$ cat config.mk
export PLATFORM = sky130hd
export DESIGN_NAME = bitty_bus_xbar
export DESIGN_NICKNAME = d
export VERILOG_FILES = /design/src/rtl/bitty_bus_xbar.sv
export SDC_FILE = /design/constraint.sdc
export NUM_CORES = 1
export LEC_CHECK = 0
export ABC_CLOCK_PERIOD_IN_PS = 2250
export BUFFER_PORTS_ARGS = -buffer_cell sky130_fd_sc_hd__buf_2
export CAP_MARGIN = 20
export CORE_AREA = 2 2 250 252
export CTS_BUF_LIST = sky130_fd_sc_hd__clkbuf_2 sky130_fd_sc_hd__clkbuf_4 sky130_fd_sc_hd__clkbuf_8
export DETAILED_ROUTE_END_ITERATION = 8
export DIE_AREA = 0 0 252 254
export SKIP_LAST_GASP = 1
export SLEW_MARGIN = 20
export SYNTH_ARGS = -nofsm -noshare
export SYNTH_HDL_FRONTEND = slang
export SYNTH_SLANG_ARGS = --single-unit
$ cat constraint.sdc
create_clock -name clk -period 2.25 [get_ports clk]
set_clock_uncertainty 0.1 [all_clocks]
set_input_delay 0.225 -clock clk [delete_from_list [all_inputs] [get_ports clk]]
set_output_delay 0.225 -clock clk [all_outputs]
set_load 0.05 [all_outputs]
$ cat src/rtl/bitty_bus_xbar.sv
`timescale 1ns/1ps
// bitty_bus_xbar
// Two-master by NUM_SLV-slave crossbar for the bitty RISC-V SoC.
// Master 0 is the core data port and master 1 the core instruction port.
// Slaves are synchronous-read memories or peripherals with one cycle of read latency.
//
// Ports:
//   clk, rst        : clock and synchronous active-high reset
//   m_req/m_we      : per-master request and write enable (bit i = master i)
//   m_addr/m_sel    : per-master address and byte select, packed master-major
//   m_wdata         : per-master write data
//   m_gnt           : combinational grant in the request cycle
//   m_rvalid        : response valid one cycle after each grant
//   m_rdata/m_err   : response data and decode-error flag, qualified by m_rvalid
//   s_ce/s_we       : per-slave chip enable and write enable
//   s_addr/s_sel    : per-slave forwarded address and byte select
//   s_wdata/s_rdata : per-slave write data and read data
//   stat_conflicts  : number of conflict cycles (saturating)
//   stat_forced     : number of starvation-forced master-1 wins (saturating)
//
// Optional feature: define BITTY_BUS_STATS_EN to build the statistics
// counters; without it both stat outputs are tied to zero.

module bitty_bus_xbar #(
  parameter int ADDR_W    = 32,
  parameter int DATA_W    = 32,
  parameter int NUM_SLV   = 4,
  parameter int SEL_W     = 2,
  parameter int MAX_STALL = 4,
  parameter logic [DATA_W-1:0] ERR_DATA = DATA_W'(32'hDEAD_BEEF)
) (
  input  logic                          clk,
  input  logic                          rst,
  input  logic [1:0]                    m_req,
  input  logic [1:0]                    m_we,
  input  logic [2*ADDR_W-1:0]           m_addr,
  input  logic [2*(DATA_W/8)-1:0]       m_sel,
  input  logic [2*DATA_W-1:0]           m_wdata,
  output logic [1:0]                    m_gnt,
  output logic [1:0]                    m_rvalid,
  output logic [2*DATA_W-1:0]           m_rdata,
  output logic [1:0]                    m_err,
  output logic [NUM_SLV-1:0]            s_ce,
  output logic [NUM_SLV-1:0]            s_we,
  output logic [NUM_SLV*ADDR_W-1:0]     s_addr,
  output logic [NUM_SLV*(DATA_W/8)-1:0] s_sel,
  output logic [NUM_SLV*DATA_W-1:0]     s_wdata,
  input  logic [NUM_SLV*DATA_W-1:0]     s_rdata,
  output logic [15:0]                   stat_conflicts,
  output logic [15:0]                   stat_forced
);

  localparam int BW = DATA_W / 8;
  localparam logic [SEL_W:0] NUM_SLV_C  = NUM_SLV[SEL_W:0];
  localparam logic [3:0]     MAX_STALL_C = 4'(MAX_STALL);

  logic [SEL_W-1:0] idx [2];
  logic [1:0]       dec_err;
  logic             conflict;
  logic             force_m1;
  logic [3:0]       stall_cnt;

  logic [1:0]       rsp_valid;
  logic [1:0]       rsp_err;
  logic [1:0]       rsp_we;
  logic [SEL_W-1:0] rsp_idx [2];

  // Slave index is the top SEL_W address bits; indices past the last slave are decode errors.
  always_comb begin
    for (int i = 0; i < 2; i++) begin
      idx[i]     = m_addr[i*ADDR_W + ADDR_W - 1 -: SEL_W];
      dec_err[i] = ({1'b0, idx[i]} >= NUM_SLV_C);
    end
  end

  // A conflict needs two valid decodes to the same slave; decode errors never collide.
  assign conflict = m_req[0] & m_req[1] & ~dec_err[0] & ~dec_err[1] & (idx[0] == idx[1]);
  assign force_m1 = conflict & (stall_cnt == MAX_STALL_C);

  assign m_gnt[0] = ~rst & m_req[0] & ~force_m1;
  assign m_gnt[1] = ~rst & m_req[1] & (~conflict | force_m1);

  // Only one master can be granted per slave, so the first match is the only match.
  always_comb begin
    s_ce    = '0;
    s_we    = '0;
    s_addr  = '0;
    s_sel   = '0;
    s_wdata = '0;
    for (int k = 0; k < NUM_SLV; k++) begin
      for (int i = 0; i < 2; i++) begin
        if (m_gnt[i] && !dec_err[i] && (idx[i] == SEL_W'(k))) begin
          s_ce[k]                      = 1'b1;
          s_we[k]                      = m_we[i];
          s_addr[k*ADDR_W +: ADDR_W]   = m_addr[i*ADDR_W +: ADDR_W];
          s_sel[k*BW +: BW]            = m_sel[i*BW +: BW];
          s_wdata[k*DATA_W +: DATA_W]  = m_wdata[i*DATA_W +: DATA_W];
        end
      end
    end
  end

  // Starvation counter: grows on each conflict master 1 loses, clears when it wins or goes idle.
  always_ff @(posedge clk) begin
    if (rst) begin
      stall_cnt <= '0;
    end else if (!m_req[1] || m_gnt[1]) begin
      stall_cnt <= '0;
    end else if (conflict) begin
      stall_cnt <= stall_cnt + 4'd1;
    end
  end

  // Route state remembers where each granted request went so the response can be steered back.
  always_ff @(posedge clk) begin
    if (rst) begin
      rsp_valid  <= '0;
      rsp_err    <= '0;
      rsp_we     <= '0;
      rsp_idx[0] <= '0;
      rsp_idx[1] <= '0;
    end else begin
      rsp_valid  <= m_gnt;
      rsp_err    <= dec_err;
      rsp_we     <= m_we;
      rsp_idx[0] <= idx[0];
      rsp_idx[1] <= idx[1];
    end
  end

  // Responses are masked during reset so a response due in the reset cycle is dropped.
  always_comb begin
    m_rvalid = rsp_valid & {2{~rst}};
    m_err    = m_rvalid & rsp_err;
    m_rdata  = '0;
    for (int i = 0; i < 2; i++) begin
      if (m_rvalid[i]) begin
        if (rsp_err[i]) begin
          m_rdata[i*DATA_W +: DATA_W] = ERR_DATA;
        end else if (!rsp_we[i]) begin
          for (int k = 0; k < NUM_SLV; k++) begin
            if (rsp_idx[i] == SEL_W'(k)) begin
              m_rdata[i*DATA_W +: DATA_W] = s_rdata[k*DATA_W +: DATA_W];
            end
          end
        end
      end
    end
  end

`ifdef BITTY_BUS_STATS_EN
  logic [15:0] conf_q;
  logic [15:0] forced_q;

  // Saturating event counters for arbitration statistics.
  always_ff @(posedge clk) begin
    if (rst) begin
      conf_q   <= '0;
      forced_q <= '0;
    end else begin
      if (conflict && (conf_q != 16'hFFFF)) begin
        conf_q <= conf_q + 16'd1;
      end
      if (force_m1 && (forced_q != 16'hFFFF)) begin
        forced_q <= forced_q + 16'd1;
      end
    end
  end

  assign stat_conflicts = conf_q;
  assign stat_forced    = forced_q;
`else
  assign stat_conflicts = 16'd0;
  assign stat_forced    = 16'd0;
`endif

endmodule
Word level (Yosys, flattened, before mapping)
Memory sizes are Yosys's and may differ from the RTL's. Cells that the tools add are included.

Memory bits (writable): 4. Register bits after elaboration: 8. Logic and storage cells: 105. Bits in latches: 0. Bits of input ports: 270. Memories: 1. ROM bits: 0. Output and inout port bits: 382.

Memories: rsp_idx (words 2, width 2, rd ports 2, clocked after memory_dff 0, wr ports 2, RTL line 66) `logic [SEL_W-1:0] rsp_idx [2];`.

Add/sub/neg operators: 1. Shift-type cells: 0. Bitwise operators: 14. Multiply operators: 0. Muxes and demuxes: 57. $lt $le $gt $ge: 0. Reductions and logical operators: 15. Equal/unequal tests: 14. Div/mod/pow operators: 0.

Operator list (number): 2-to-1 mux 32 bit (28); 2-to-1 mux 4 bit (8); 2-to-1 mux 1 bit (19); == test 2 bit (second input constant) (8); == test 2 x 1 -> 1 bit (second input constant) (4); logical AND 1 bit (8); logical NOT 2 bit (4); bitwise AND 1 bit (7); adder 4 x 1 -> 4 bit (second input constant) (1); == test 4 x 3 -> 1 bit (second input constant) (1); 2-to-1 mux 2 bit (2); NOT 1 bit (3); OR 1 bit (3); bitwise AND 2 bit (1); == test 2 bit (1); OR reduction 2 bit (1); logical NOT 1 bit (1); logical OR 1 bit (1).

Logic depth before layout (Yosys ltp)
Gate-level depths: netlist of the first run.

Word-level depth: 8. Mapped depth: 8. Depth with buffers taken out: 6.

Least setup slack after synthesis of the first run
OpenSTA, ideal clock, no wires.

Kind: input-to-output. From: in rst. To: out m_rdata[10]. Arrival: 2.341 ns. Data required time: 1.925 ns. Path buffers: 2. Slack: -0.416 ns. Stages on the path: 5. Cell sequence: clkbuf_1 nor2b_1 nand2b_1 clkbuf_1 nor2b_1.

Cells in the longest elaborated chain, start to end: 3.

RTL lines: start: declaration (RTL line 33) `input logic rst,`; NOT 1 bit (RTL line 133) `m_rvalid = rsp_valid & {2{~rst}};`; bitwise AND 2 bit (RTL line 133); net m_rvalid[0] (RTL line 40) `output logic [1:0] m_rvalid,`; 2-to-1 mux 32 bit (RTL line 137) `if (m_rvalid[i]) begin`; end: declaration (RTL line 41) `output logic [2*DATA_W-1:0] m_rdata,`.

The timed path passes the listed nets, and every way through them passes these cells.

Final worst setup path of the first run
From: reg stall_cnt[1]. To: out s_addr[67].

Cells in the longest elaborated chain, start to end: 7. Elaborated cells on any way between the ends: 10. Those cells by class: eq/ne: 1; mux: 2; bitwise: 5; reduce/logical: 2.

RTL lines: start: declaration (RTL line 61) `logic [3:0] stall_cnt;`; start signal: assignment (RTL line 110) `stall_cnt <= stall_cnt + 4'd1;`; == test 4 x 3 -> 1 bit (*) (RTL line 78) `assign force_m1 = conflict & (stall_cnt == MAX_STALL_C);`; bitwise AND 1 bit (*) (RTL line 78); NOT 1 bit (RTL line 80) `assign m_gnt[0] = ~rst & m_req[0] & ~force_m1;`; bitwise AND 1 bit (RTL line 80); logical AND 1 bit (RTL line 92) `if (m_gnt[i] && !dec_err[i] && (idx[i] == SEL_W'(k))) begin`; 2-to-1 mux 32 bit (RTL line 92); 2-to-1 mux 32 bit (*) (RTL line 92); end: declaration (RTL line 45) `output logic [NUM_SLV*ADDR_W-1:0] s_addr,`.

Every way passes the cells marked *; elsewhere a longest branch is shown, timed or not.

==> results of run 1 <==
-- layout make-up --
| class | count | area, um2 | share of cell area, % |
|---|---|---|---|
| antenna | 3 | 7.51 | 0.0398 |
| clock buffer | 4 | 55.1 | 0.292 |
| inverter | 3 | 11.3 | 0.0597 |
| multi-input combinational | 1027 | 9400 | 49.9 |
| sequential | 12 | 245 | 1.30 |
| tap | 790 | 988 | 5.24 |
| timing repair buffer | 815 | 8150 | 43.2 |
-- per-layer routing --
| metal | up-vias | GRT usage (%) | share of wire, % | wire length (um) |
|---|---|---|---|---|
| met5 | - | 0 | 0.037 | 24 |
| met4 | 4 | 4.50 | 3.8 | 2500 |
| met2 | 853 | 28.3 | 47 | 31000 |
| li1 | 5766 | - | - | - |
| met3 | 140 | 2.57 | 7.2 | 4700 |
| met1 | 6494 | 20.1 | 42 | 27300 |
-- synth_stat cells, drive strengths merged --
cell type / n / area (um2)
a21oi: 268 / 1340
a22oi: 268 / 2010
a41oi: 4 / 42.6
and2: 1 / 6.26
and3: 1 / 6.26
and3b: 1 / 8.76
and4: 1 / 8.76
and4b: 1 / 10.0
buf: 106 / 623
clkbuf: 138 / 518
conb: 1 / 3.75
dfxtp: 12 / 240
ha: 2 / 25.0
inv: 3 / 11.3
mux4: 64 / 1440
nand2: 268 / 1010
nand2b: 4 / 25.0
nand3: 2 / 10.0
nand3b: 2 / 15.0
nand4b: 1 / 8.76
nand4bb: 2 / 22.5
nor2: 9 / 33.8
nor2b: 72 / 450
nor3: 2 / 10.0
nor3b: 3 / 22.5
or2: 8 / 50.1
or4b: 1 / 10.0
xnor2: 3 / 26.3
xor2: 1 / 8.76
-- cell families after synthesis --
family | Yosys count | share of synthesized area, %
other cells | 1 | 0.0469
simple gates | 379 | 21.3
flops | 12 | 3.00
fa+ha+maj | 2 | 0.313
buf+inv | 247 | 14.4
xor+xnor | 4 | 0.438
mux | 64 | 18.0
compound gates | 540 | 42.5
-- state kept, by name, summed over array words and instances (netlist names) --
name       cells
rsp_idx        4
stall_cnt      4
rsp_valid      2
rsp_we         2
-- repair_timing --
action                     4_1_cts  5_1_grt
pin swaps                       15       24
setup buffers                    9       16
setup endpoints to repair      269      273
cloned                           9       34
gates resized for setup        282      582
hold endpoints to repair         0        0
-- through the flow --
stage | setup slack, ns | area [um2] | util [%]
2_1_floorplan | -0.217 | 9680 | -
3_3_place_gp | -0.190 | 14600 | 23.8
3_5_place_dp | -0.191 | 14600 | 23.8
4_1_cts | -0.227 | 16100 | 26.2
5_1_grt | -0.346 | 18900 | 30.8
6_report | -0.267 | 18900 | 30.8
-- worst max path at each step --
| stage | from | to | slack (ns) | depth (start not counted) |
|---|---|---|---|---|
| after floorplan | rst | m_rdata[10] | -0.22 | 5 |
| after global placement | rst | s_sel[3] | -0.19 | 8 |
| after detailed placement | rst | s_we[0] | -0.19 | 8 |
| after CTS | stall_cnt[0] | s_sel[3] | -0.23 | 10 |
| after global routing | stall_cnt[1] | s_sel[3] | -0.35 | 11 |
| final | stall_cnt[1] | s_addr[67] | -0.27 | 11 |
-- power breakdown --
part           internal (mW)  total (mW)  leakage, nW  switching, mW
Combinational           1.14        3.08         6.63           1.94
Sequential             0.221       0.225        0.100        0.00381
Clock                  0.155       0.250       0.0288         0.0946
Total                   1.51        3.55         6.76           2.04
==> results.txt, run 1 <==
----------------------------------------------------
[Cells and area]
  Most common cell after layout, fill and taps aside ... buf_2
  Layout area overhead ... 136%
  Fillers ... approximately 6300
  Final net count ... 2134
  Most frequent cells in the layout ... buf_2, nand2_1, buf_6, a21oi_2, a22oi_1
  Fraction of final layout cells with drive strength greater than 1 ... around 73%
  Non-filler instance count after layout ... approximately 2700

[Min path]
  Classification of the worst-slack hold path ... input port to register
  Cell depth of the worst hold path ... 2
  Hold-critical path endpoint ... rsp_idx[0][3]
  Hold wc startpoint ... m_addr[63]

[Clock network]
  Deepest level of the CTS H-tree ... 1
  Number of CTS-inserted buffers ... 3
  Clock sink count ... 12
  TritonCTS clock tree ... yes
  Insertion delay to the later sink of the worst-skew pair ... between 0.2 and 0.3 ns
  CTS hold repair buffers ... 0
  Clock-pin slew of the registers on the worst-case setup and hold paths ... around 0.06 ns
  Clk buf depth ... 2
  Root Buffer ... clkbuf_8

[Drt]
  Ratio of routed vias to standard cells ... roughly 5
  Total detailed-routing wirelength ... 65.5 mm
  Detail-routed net length per standard cell ... roughly 25 um
  Number of vias after detailed routing ... 13300
  Number of DRC markers after the initial detailed-route iteration ... between 900 and 1000
  TritonRoute pass-1 iters ... 7
  Antenna Nets Post-Route ... 0
  Post-route DRC ... 0

[Critical path]
  FF-to-FF End ... rsp_valid[0]
  Slowest Stage Delay on Critical Path ... between 0.3 and 0.4 ns
  Endpoint kind of the worst setup timing path ... output port
  Cells on worst reg2reg path ... 10
  Top cell family by delay on the critical path ... buffers and inverters
  Required time reported for the critical path endpoint ... around 1.9 ns
  Critical-path maximum fanout ... 8
  Flop-to-flop setup slack ... ~0.42 ns
  Arrival time worst endpoint ... 2.19 ns
  CP startpoint kind ... register
  Buffers plus inverters on the worst setup path ... 7
  R2r startpoint ... stall_cnt[1]
  Slowest library cell on the worst path ... dfxtp_2
  Worst Path Class, Setup ... register to output port
  Critical-path cell list ... inv_2 > ha_4 > nand3b_1 > buf_6 > buf_4 > nor2_4 > buf_6 > buf_16 > clkbuf_16 > a21oi_4 > buf_4

[Die]
  Initial Utilization ... between 10% and 20%
  Total core area ... 61300 um2
  Die width ... roughly 250 um
  Height of the chip ... ~250 um
  Area of the die ... approximately 64000 um2
  Boundary pin count ... around 650
  Number of rows created at floorplan ... 91

[Logic synthesis]
  Synth Register Bits ... 12
  Number of library cell types mapped by synthesis ... 32
  Synth Warn # ... 0
  Average cell area after synthesis ... about 6.4 um2
  Sequential area share after synthesis ... 3.00%
  Cell count after synthesis ... between 1000 and 1500
  Cell area after synthesis ... about 8000 um2

[Placed design]
  Placed Cells incl. Taps ... roughly 2600
  Weighted congestion reported at the end of routability-driven placement ... approximately 0.9
  Buffers added on ports ... 613
  Detailed-placement wirelength estimate ... 41.0 mm

[Job]
  Maximum capacitance violations ... 0

[STA]
  Setup repair after global routing missed its margin ... yes
  Hold violation count in the final report ... 0
  Fin crit share ... 112%
  Final Worst Setup Slack ... -0.267 ns
  Max Transition Viols Final ... 0
  Max Clk Rate ... approximately 400 MHz
  Number of setup violations in the final report ... 269
  Setup TNS ... -50.49 ns
  Worst slack on hold paths ... around 0.17 ns
  Post-route minimum period ... 2.52 ns

[Run status]
  Violated checks ... setup timing
  Run status ... finished, violations left

[Global route]
  Pin count of the biggest net entering global routing ... between 50 and 60
  Antenna violations before repair ... 11
  First-pass GRT wire length ... around 79 mm
  Via count of the first global-routing pass ... around 12000
  Global Route Usage Sum ... roughly 16%
  Global route total overflow ... 0

[Power and ir drop]
  Power per unit of standard cell area ... 188 nW/um2
  Power Total ... roughly 3.6 mW
  VDD IR max ... 0.113 mV
  Static leakage ... 6.76 nW

----------------------------------------------------
Power figures use the tool's default switching activity.
==> run 2: changes to the inputs <==
- ABC_CLOCK_PERIOD_IN_PS: 2250 -> 2400
- GPL_ROUTABILITY_DRIVEN: default -> 0
- clock period: 2.25 -> 2.4 ns (I/O delays scaled with it)
==> run 2 against run 1 <==
  * Critical path depth stayed put
  * Register-to-register slack improved by 0.45 ns
  * Clock power decreased by 28%
  * First-iteration DRC count is 12% higher
  * Routed wire length is 1.4% lower
  * The flow still finishes with violations (setup timing)
  * Largest cell class unchanged
  * Via count shrank 4.2%
  * Hold slack better by 0.026 ns
  * Total power down 12%
  * Count of clock-buffer cells in the layout decreased by 1
  * Cell count decreased by 2.1%
==> results.txt, run 2 (synthesis results as in run 1) <==
----------------------------------------------------
[STA]
  Fin crit share ... 107%
  Final Worst Setup Slack ... -0.157 ns (was -0.267 ns)
  Max Transition Viols Final ... 0 (unchanged)
  Max Clk Rate ... about 390 MHz
  Post-route minimum period ... 2.56 ns
  Number of setup violations in the final report ... 211 (was 269)
  Hold violation count in the final report ... 0 (unchanged)
  Setup repair after global routing missed its margin ... yes (unchanged)

[Placed design]
  Detailed-placement wirelength estimate ... 43.1 mm (was 41.0 mm)
  Buffers added on ports ... 613 (unchanged)
  Placed Cells incl. Taps ... 2526 (was 2581)
  Area post-placement ... 13500 um2 (was 14600 um2)
  Pre-CTS WS ... -0.0627 ns (was -0.191 ns)

[Critical path]
  Required time reported for the critical path endpoint ... 2.06 ns (was 1.92 ns)
  Cells on worst reg2reg path ... 7 (was 10)
  R2r startpoint ... stall_cnt[1] (unchanged)
  CP startpoint kind ... register (unchanged)
  Slowest Stage Delay on Critical Path ... 0.32 ns (about the same)
  Buffers plus inverters on the worst setup path ... 6 (was 7)
  Critical-path maximum fanout ... 9 (was 8)
  Slowest library cell on the worst path ... dfxtp_2 (unchanged)
  Critical-path cell list ... inv_2 > ha_4 > nand3b_1 > buf_4 > a41oi_4 > buf_12 > buf_12 > clkbuf_16 > a22oi_1 > a21oi_2 > buf_6 (was inv_2 > ha_4 > nand3b_1 > buf_6 > buf_4 > nor2_4 > buf_6 > buf_16 > clkbuf_16 > a21oi_4 > buf_4)
  FF-to-FF End ... stall_cnt[3] (was rsp_valid[0])
  Flop-to-flop setup slack ... 0.87 ns (was 0.42 ns)
  Endpoint kind of the worst setup timing path ... output port (unchanged)
  Top cell family by delay on the critical path ... buffers and inverters (unchanged)
  CP most frequent cell ... buf_12
  Worst Path Class, Setup ... register to output port (unchanged)
  Arrival time worst endpoint ... 2.22 ns (was 2.19 ns)

[Clock network]
  Root Buffer ... clkbuf_8 (unchanged)
  Number of CTS-inserted buffers ... 3 (unchanged)
  Clk buf depth ... 2 (unchanged)
  CTS hold repair buffers ... 0 (unchanged)
  Deepest level of the CTS H-tree ... 1 (unchanged)
  Insertion delay to the later sink of the worst-skew pair ... 0.24 ns (was 0.25 ns)
  TritonCTS clock tree ... yes (unchanged)
  Clock-pin slew of the registers on the worst-case setup and hold paths ... 0.05 ns (was 0.06 ns)
  Clock sink count ... 12 (unchanged)

[Run status]
  Run status ... finished, violations left (unchanged)
  Violated checks ... setup timing (unchanged)

[Job]
  Maximum capacitance violations ... 0 (unchanged)

[Cells and area]
  Finished layout cell area ... 16600 um2 (was 18900 um2)
  Most frequent cells in the layout ... buf_2, nand2_1, a21oi_2, buf_6, a22oi_1 (was buf_2, nand2_1, buf_6, a21oi_2, a22oi_1)
  Final net count ... 2074 (was 2134)
  Leading registers by flop count ... rsp_idx (4), stall_cnt (4) (unchanged)
  Fraction of final layout cells with drive strength greater than 1 ... 64.6% (was 73.0%)
  Layout area overhead ... 108% (was 136%)
  Utilization after layout ... 27.2% (was 30.8%)
  Most common cell after layout, fill and taps aside ... buf_2 (unchanged)
  Non-filler instance count after layout ... 2598 (was 2654)

[Die]
  Number of rows created at floorplan ... 91 (unchanged)
  Die width ... 252 um (unchanged)
  Boundary pin count ... 652 (unchanged)
  Initial Utilization ... 13.1% (unchanged)
  Total core area ... 61300 um2 (unchanged)
  Height of the chip ... 254 um (unchanged)
  Area of the die ... 64000 um2 (unchanged)

[Drt]
  Antenna Nets Post-Route ... 0 (unchanged)
  TritonRoute pass-1 iters ... 6 (was 7)
  Post-route DRC ... 0 (unchanged)
  Ratio of routed vias to standard cells ... 4.89 (was 5.00)
  Number of DRC markers after the initial detailed-route iteration ... 1056 (was 940)
  Number of vias after detailed routing ... 12700 (was 13300)
  Total detailed-routing wirelength ... 64.6 mm (was 65.5 mm)
  Detail-routed net length per standard cell ... 24.9 um (was 24.7 um)

[Power and ir drop]
  Power per unit of standard cell area ... 187 nW/um2 (was 188 nW/um2)
  Static leakage ... 6.04 nW (was 6.76 nW)
  VDD IR max ... 0.160 mV (was 0.113 mV)

[Global route]
  Antenna violations before repair ... 34 (was 11)
  First-pass GRT wire length ... 78.1 mm (was 78.6 mm)
  Pin count of the biggest net entering global routing ... 44 (was 51)
  Global Route Usage Sum ... 16.3% (was 16.0%)
  Via count of the first global-routing pass ... 11000 (was 11900)
  Global route total overflow ... 0 (unchanged)

[Min path]
  Hold-critical path endpoint ... rsp_idx[0][2] (was rsp_idx[0][3])
  Classification of the worst-slack hold path ... input port to register (unchanged)
  Cell depth of the worst hold path ... 2 (unchanged)
  Hold wc startpoint ... rst (was m_addr[63])

----------------------------------------------------
==> run 2: where the power goes <==
| group | switching (mW) | internal, mW | total, mW | leakage, nW |
|---|---|---|---|---|
| combinational | 1.74 | 0.990 | 2.73 | 5.92 |
| sequential | 0.00297 | 0.208 | 0.210 | 0.100 |
| clock | 0.0711 | 0.110 | 0.181 | 0.0216 |
==> run 2: metrics by stage <==
stage / total power [mW] / TNS [ns] / hold slack [ns]
after CTS: 2.88 / -11.89 / 0.188
after detailed placement: 2.58 / -0.315 / 0.404
after global routing: 3.26 / -30.63 / 0.207
final: 3.12 / -11.34 / 0.193
after global placement: 2.57 / -0.109 / 0.395
after floorplan: 1.82 / -18.13 / 0.227
==> run 2: cell type report <==
cell class,instances,area [um2]
fill,6535,44600
tap,790,988
clock buffer,3,41.3
sequential,12,245
multi-input combinational,1027,8120
antenna,8,20.0
timing repair buffer,755,7220
inverter,3,11.3
==> run 2: worst max path at each step <==
stage / slack, ns / start / depth (start not counted) / end
after floorplan: -0.30 / rst / 5 / m_rdata[10]
after global placement: -0.07 / m_addr[63] / 8 / s_addr[75]
after detailed placement: -0.06 / m_addr[63] / 8 / s_addr[75]
after CTS: -0.14 / stall_cnt[0] / 9 / s_addr[0]
after global routing: -0.21 / stall_cnt[1] / 10 / s_addr[43]
final: -0.16 / stall_cnt[1] / 11 / s_wdata[17]
==> run 2: timing repair <==
item                       in CTS  in global routing
setup endpoints to repair     268                268
resized for setup             262                387
gates cloned                    6                 24
pin swaps                       2                 28
setup buffers                   9                 22
==> run 2: worst register-to-register path, stage by stage, from the launching register on <==
cell and delay (ns):
dfxtp_2 0.33, inv_2 0.04, ha_4 0.14, nand3b_1 0.15
buf_6 0.15, and4_1 0.25, nand3b_1 0.17, nor2_1 0.13
==> run 2: per-layer routing <==
layer / routed length [um] / vias to the layer above / GRT usage, %
li1: - / 5635 / -
met3: 5640 / 150 / 3.58
met5: 79 / - / 0
met2: 31600 / 781 / 29.2
met1: 24700 / 6123 / 19.1
met4: 2650 / 14 / 5.63
==> run 3: changes to the inputs <==
- CTS_BUF_LIST: sky130_fd_sc_hd__clkbuf_2 sky130_fd_sc_hd__clkbuf_4 sky130_fd_sc_hd__clkbuf_8 -> default
==> run 3 against run 2 <==
  * The run still ends with setup timing left
  * Sequential cell count is the same
  * Maximum frequency shrank 0.60%
  * Count of clock-buffer cells in the layout did not move
  * Global-route usage grew 0.40 points
  * Cell count up 0.23%
  * First-iteration DRC count fell by 5.2%
  * Critical path depth decreased by 1
  * Combinational power barely moved
  * Register-to-register slack got worse by 0.20 ns
  * Critical endpoint is now s_addr[48]
  * Largest power group unchanged
  * Highest routed layer unchanged
==> results.txt, run 3 (synthesis results as in run 1) <==
----------------------------------------------------
[Clock network]
  Insertion delay to the later sink of the worst-skew pair ... 0.24 ns (about the same)
  TritonCTS clock tree ... yes (unchanged)
  Root Buffer ... clkbuf_16 (was clkbuf_8)
  Number of CTS-inserted buffers ... 3 (unchanged)
  Clock sink count ... 12 (unchanged)
  Deepest level of the CTS H-tree ... 1 (unchanged)
  Clock-pin slew of the registers on the worst-case setup and hold paths ... 0.04 ns (was 0.05 ns)
  Clk buf depth ... 2 (unchanged)

[Power and ir drop]
  Sequential cell fraction of total power ... 6.6% (was 6.7%)
  Portion of total power attributed to the clock network ... 9.3% (was 5.8%)
  Switching power summed over all nets ... 1.81 mW (about the same)
  Portion of total power attributed to combinational logic ... 84.2% (was 87.4%)
  Static leakage ... 6.05 nW (was 6.04 nW)
  VDD IR max ... 0.181 mV (was 0.160 mV)
  Switching portion of total power ... 56.4% (was 58.1%)
  Internal Pwr Total ... 1.40 mW (was 1.31 mW)
  Power per unit of standard cell area ... 194 nW/um2 (was 187 nW/um2)

[STA]
  Hold violation count in the final report ... 0 (unchanged)
  Final Worst Setup Slack ... -0.172 ns (was -0.157 ns)
  Post-route minimum period ... 2.57 ns (was 2.56 ns)
  Max Transition Viols Final ... 0 (unchanged)
  Setup repair after global routing missed its margin ... yes (unchanged)
  Setup TNS ... -20.27 ns (was -11.34 ns)
  Number of setup violations in the final report ... 259 (was 211)
  Max Clk Rate ... 389 MHz (was 391 MHz)
  Fin crit share ... 107% (about the same)

[Critical path]
  Slowest library cell on the worst path ... dfxtp_2 (unchanged)
  Slowest Stage Delay on Critical Path ... 0.31 ns (was 0.32 ns)
  CP most frequent cell ... buf_6 (was buf_12)
  Worst Path Class, Setup ... register to output port (unchanged)
  Arrival time worst endpoint ... 2.23 ns (was 2.22 ns)
  Critical-path maximum fanout ... 8 (was 9)
  Endpoint kind of the worst setup timing path ... output port (unchanged)
  Critical-path cell list ... inv_2 > ha_4 > nand3b_1 > buf_6 > a41oi_4 > buf_12 > clkbuf_16 > a22oi_2 > a21oi_2 > buf_6 (was inv_2 > ha_4 > nand3b_1 > buf_4 > a41oi_4 > buf_12 > buf_12 > clkbuf_16 > a22oi_1 > a21oi_2 > buf_6)
  CP startpoint kind ... register (unchanged)
  Required time reported for the critical path endpoint ... 2.06 ns (about the same)

[Cells and area]
  Layout area overhead ... 107% (was 108%)
  Leading registers by flop count ... rsp_idx (4), stall_cnt (4) (unchanged)
  Final net count ... 2079 (was 2074)
  Most frequent cells in the layout ... buf_2, nand2_1, a21oi_2, a22oi_1, buf_6 (was buf_2, nand2_1, a21oi_2, buf_6, a22oi_1)
  Fraction of final layout cells with drive strength greater than 1 ... 64.7% (was 64.6%)
  Most common cell after layout, fill and taps aside ... buf_2 (unchanged)
  Finished layout cell area ... 16500 um2 (was 16600 um2)

[Placed design]
  Buffers added on ports ... 613 (unchanged)
  Area post-placement ... 13500 um2 (unchanged)
  Detailed-placement wirelength estimate ... 43.1 mm (unchanged)

[Die]
  Area of the die ... 64000 um2 (unchanged)
  Initial Utilization ... 13.1% (unchanged)
  Boundary pin count ... 652 (unchanged)
  Total core area ... 61300 um2 (unchanged)
  Number of rows created at floorplan ... 91 (unchanged)
  Die width ... 252 um (unchanged)
  Height of the chip ... 254 um (unchanged)

[Global route]
  Pin count of the biggest net entering global routing ... 44 (unchanged)
  First-pass GRT wire length ... 79.9 mm (was 78.1 mm)
  Antenna violations before repair ... 34 (unchanged)
  Via count of the first global-routing pass ... 11200 (was 11000)
  Global route total overflow ... 0 (unchanged)
  Global Route Usage Sum ... 16.7% (was 16.3%)

[Run status]
  Run status ... finished, violations left (unchanged)
  Violated checks ... setup timing (unchanged)

[Drt]
  Total detailed-routing wirelength ... 63.4 mm (was 64.6 mm)
  Antenna Nets Post-Route ... 0 (unchanged)
  Ratio of routed vias to standard cells ... 4.90 (was 4.89)
  Post-route DRC ... 0 (unchanged)
  TritonRoute pass-1 iters ... 6 (unchanged)
  Number of DRC markers after the initial detailed-route iteration ... 1001 (was 1056)
  Detail-routed net length per standard cell ... 24.3 um (was 24.9 um)
  Number of vias after detailed routing ... 12800 (was 12700)

[Min path]
  Classification of the worst-slack hold path ... input port to register (unchanged)

[Job]
  Maximum capacitance violations ... 0 (unchanged)

----------------------------------------------------
[run 3: cell count changes in the layout (fill, tap and decap cells not counted), moves of 2 or more]
cell	before	now
buf_4	80	118
clkbuf_8	3	0
buf_6	227	202
a22oi_1	212	210
buf_12	76	71
a22oi_2	56	58
[run 3: area by class of cell]
type / count / area, um2
tap: 790 / 988
fill: 6533 / 44700
multi-input combinational: 1027 / 8120
antenna: 9 / 22.5
clock buffer: 3 / 75.1
sequential: 12 / 245
inverter: 3 / 11.3
timing repair buffer: 760 / 7080
[run 3: worst paths after layout]
path / slack, ns / cells past startpoint / end / startpoint
hold reg to reg: 0.42 / 2 / stall_cnt[0] / stall_cnt[0]
hold / removal: 0.19 / 2 / rsp_idx[0][2] / rst
setup / recovery: -0.17 / 10 / s_addr[48] / stall_cnt[0]
setup reg to reg: 0.67 / 9 / rsp_valid[0] / stall_cnt[0]
[run 3: layer usage]
metal	vias to the layer above	GRT usage (%)	share of wire (%)
met2	832	30.0	48
li1	5649	-	-
met5	-	0	0.16
met1	6072	19.3	38
met3	188	3.84	9.0
met4	16	5.88	4.8
[run 3: per-stage QoR]
step	instances	power [mW]	utilization [%]	hold WS [ns]	setup slack, ns
floorplan	1286	1.82	-	0.227	-0.296
global placement	2526	2.57	22.1	0.395	-0.0740
detailed placement	2526	2.58	22.1	0.404	-0.0627
CTS	2556	3.04	24.5	0.192	-0.135
global route	2601	3.36	27.0	0.213	-0.274
finish	2604	3.21	27.0	0.194	-0.172
[run 3: power groups by stage]
stage | clock [mW] | combinational, mW | sequential [mW]
2_1_floorplan | 0 | 1.61 | 0.214
3_3_place_gp | 0 | 2.36 | 0.214
3_5_place_dp | 0 | 2.37 | 0.214
4_1_cts | 0.308 | 2.52 | 0.211
5_1_grt | 0.317 | 2.83 | 0.211
6_report | 0.298 | 2.70 | 0.211
[run 3: critical path, delay by kind of cell, from the launching register on]
family                     cells  cell delay (ns)
AOI/OAI and AO/OA              3             0.53
adders and majority gates      1             0.12
buffers and inverters          5             0.83
DFF                            1             0.31
and+or+nand+nor                1             0.18
[run 3: repair_timing]
action,4_1_cts,5_1_grt
hold buffers,0,0
setup endpoints to repair,267,268
gates resized for setup,320,291
pin swaps,9,27
cloned,10,19
setup buffers,17,22
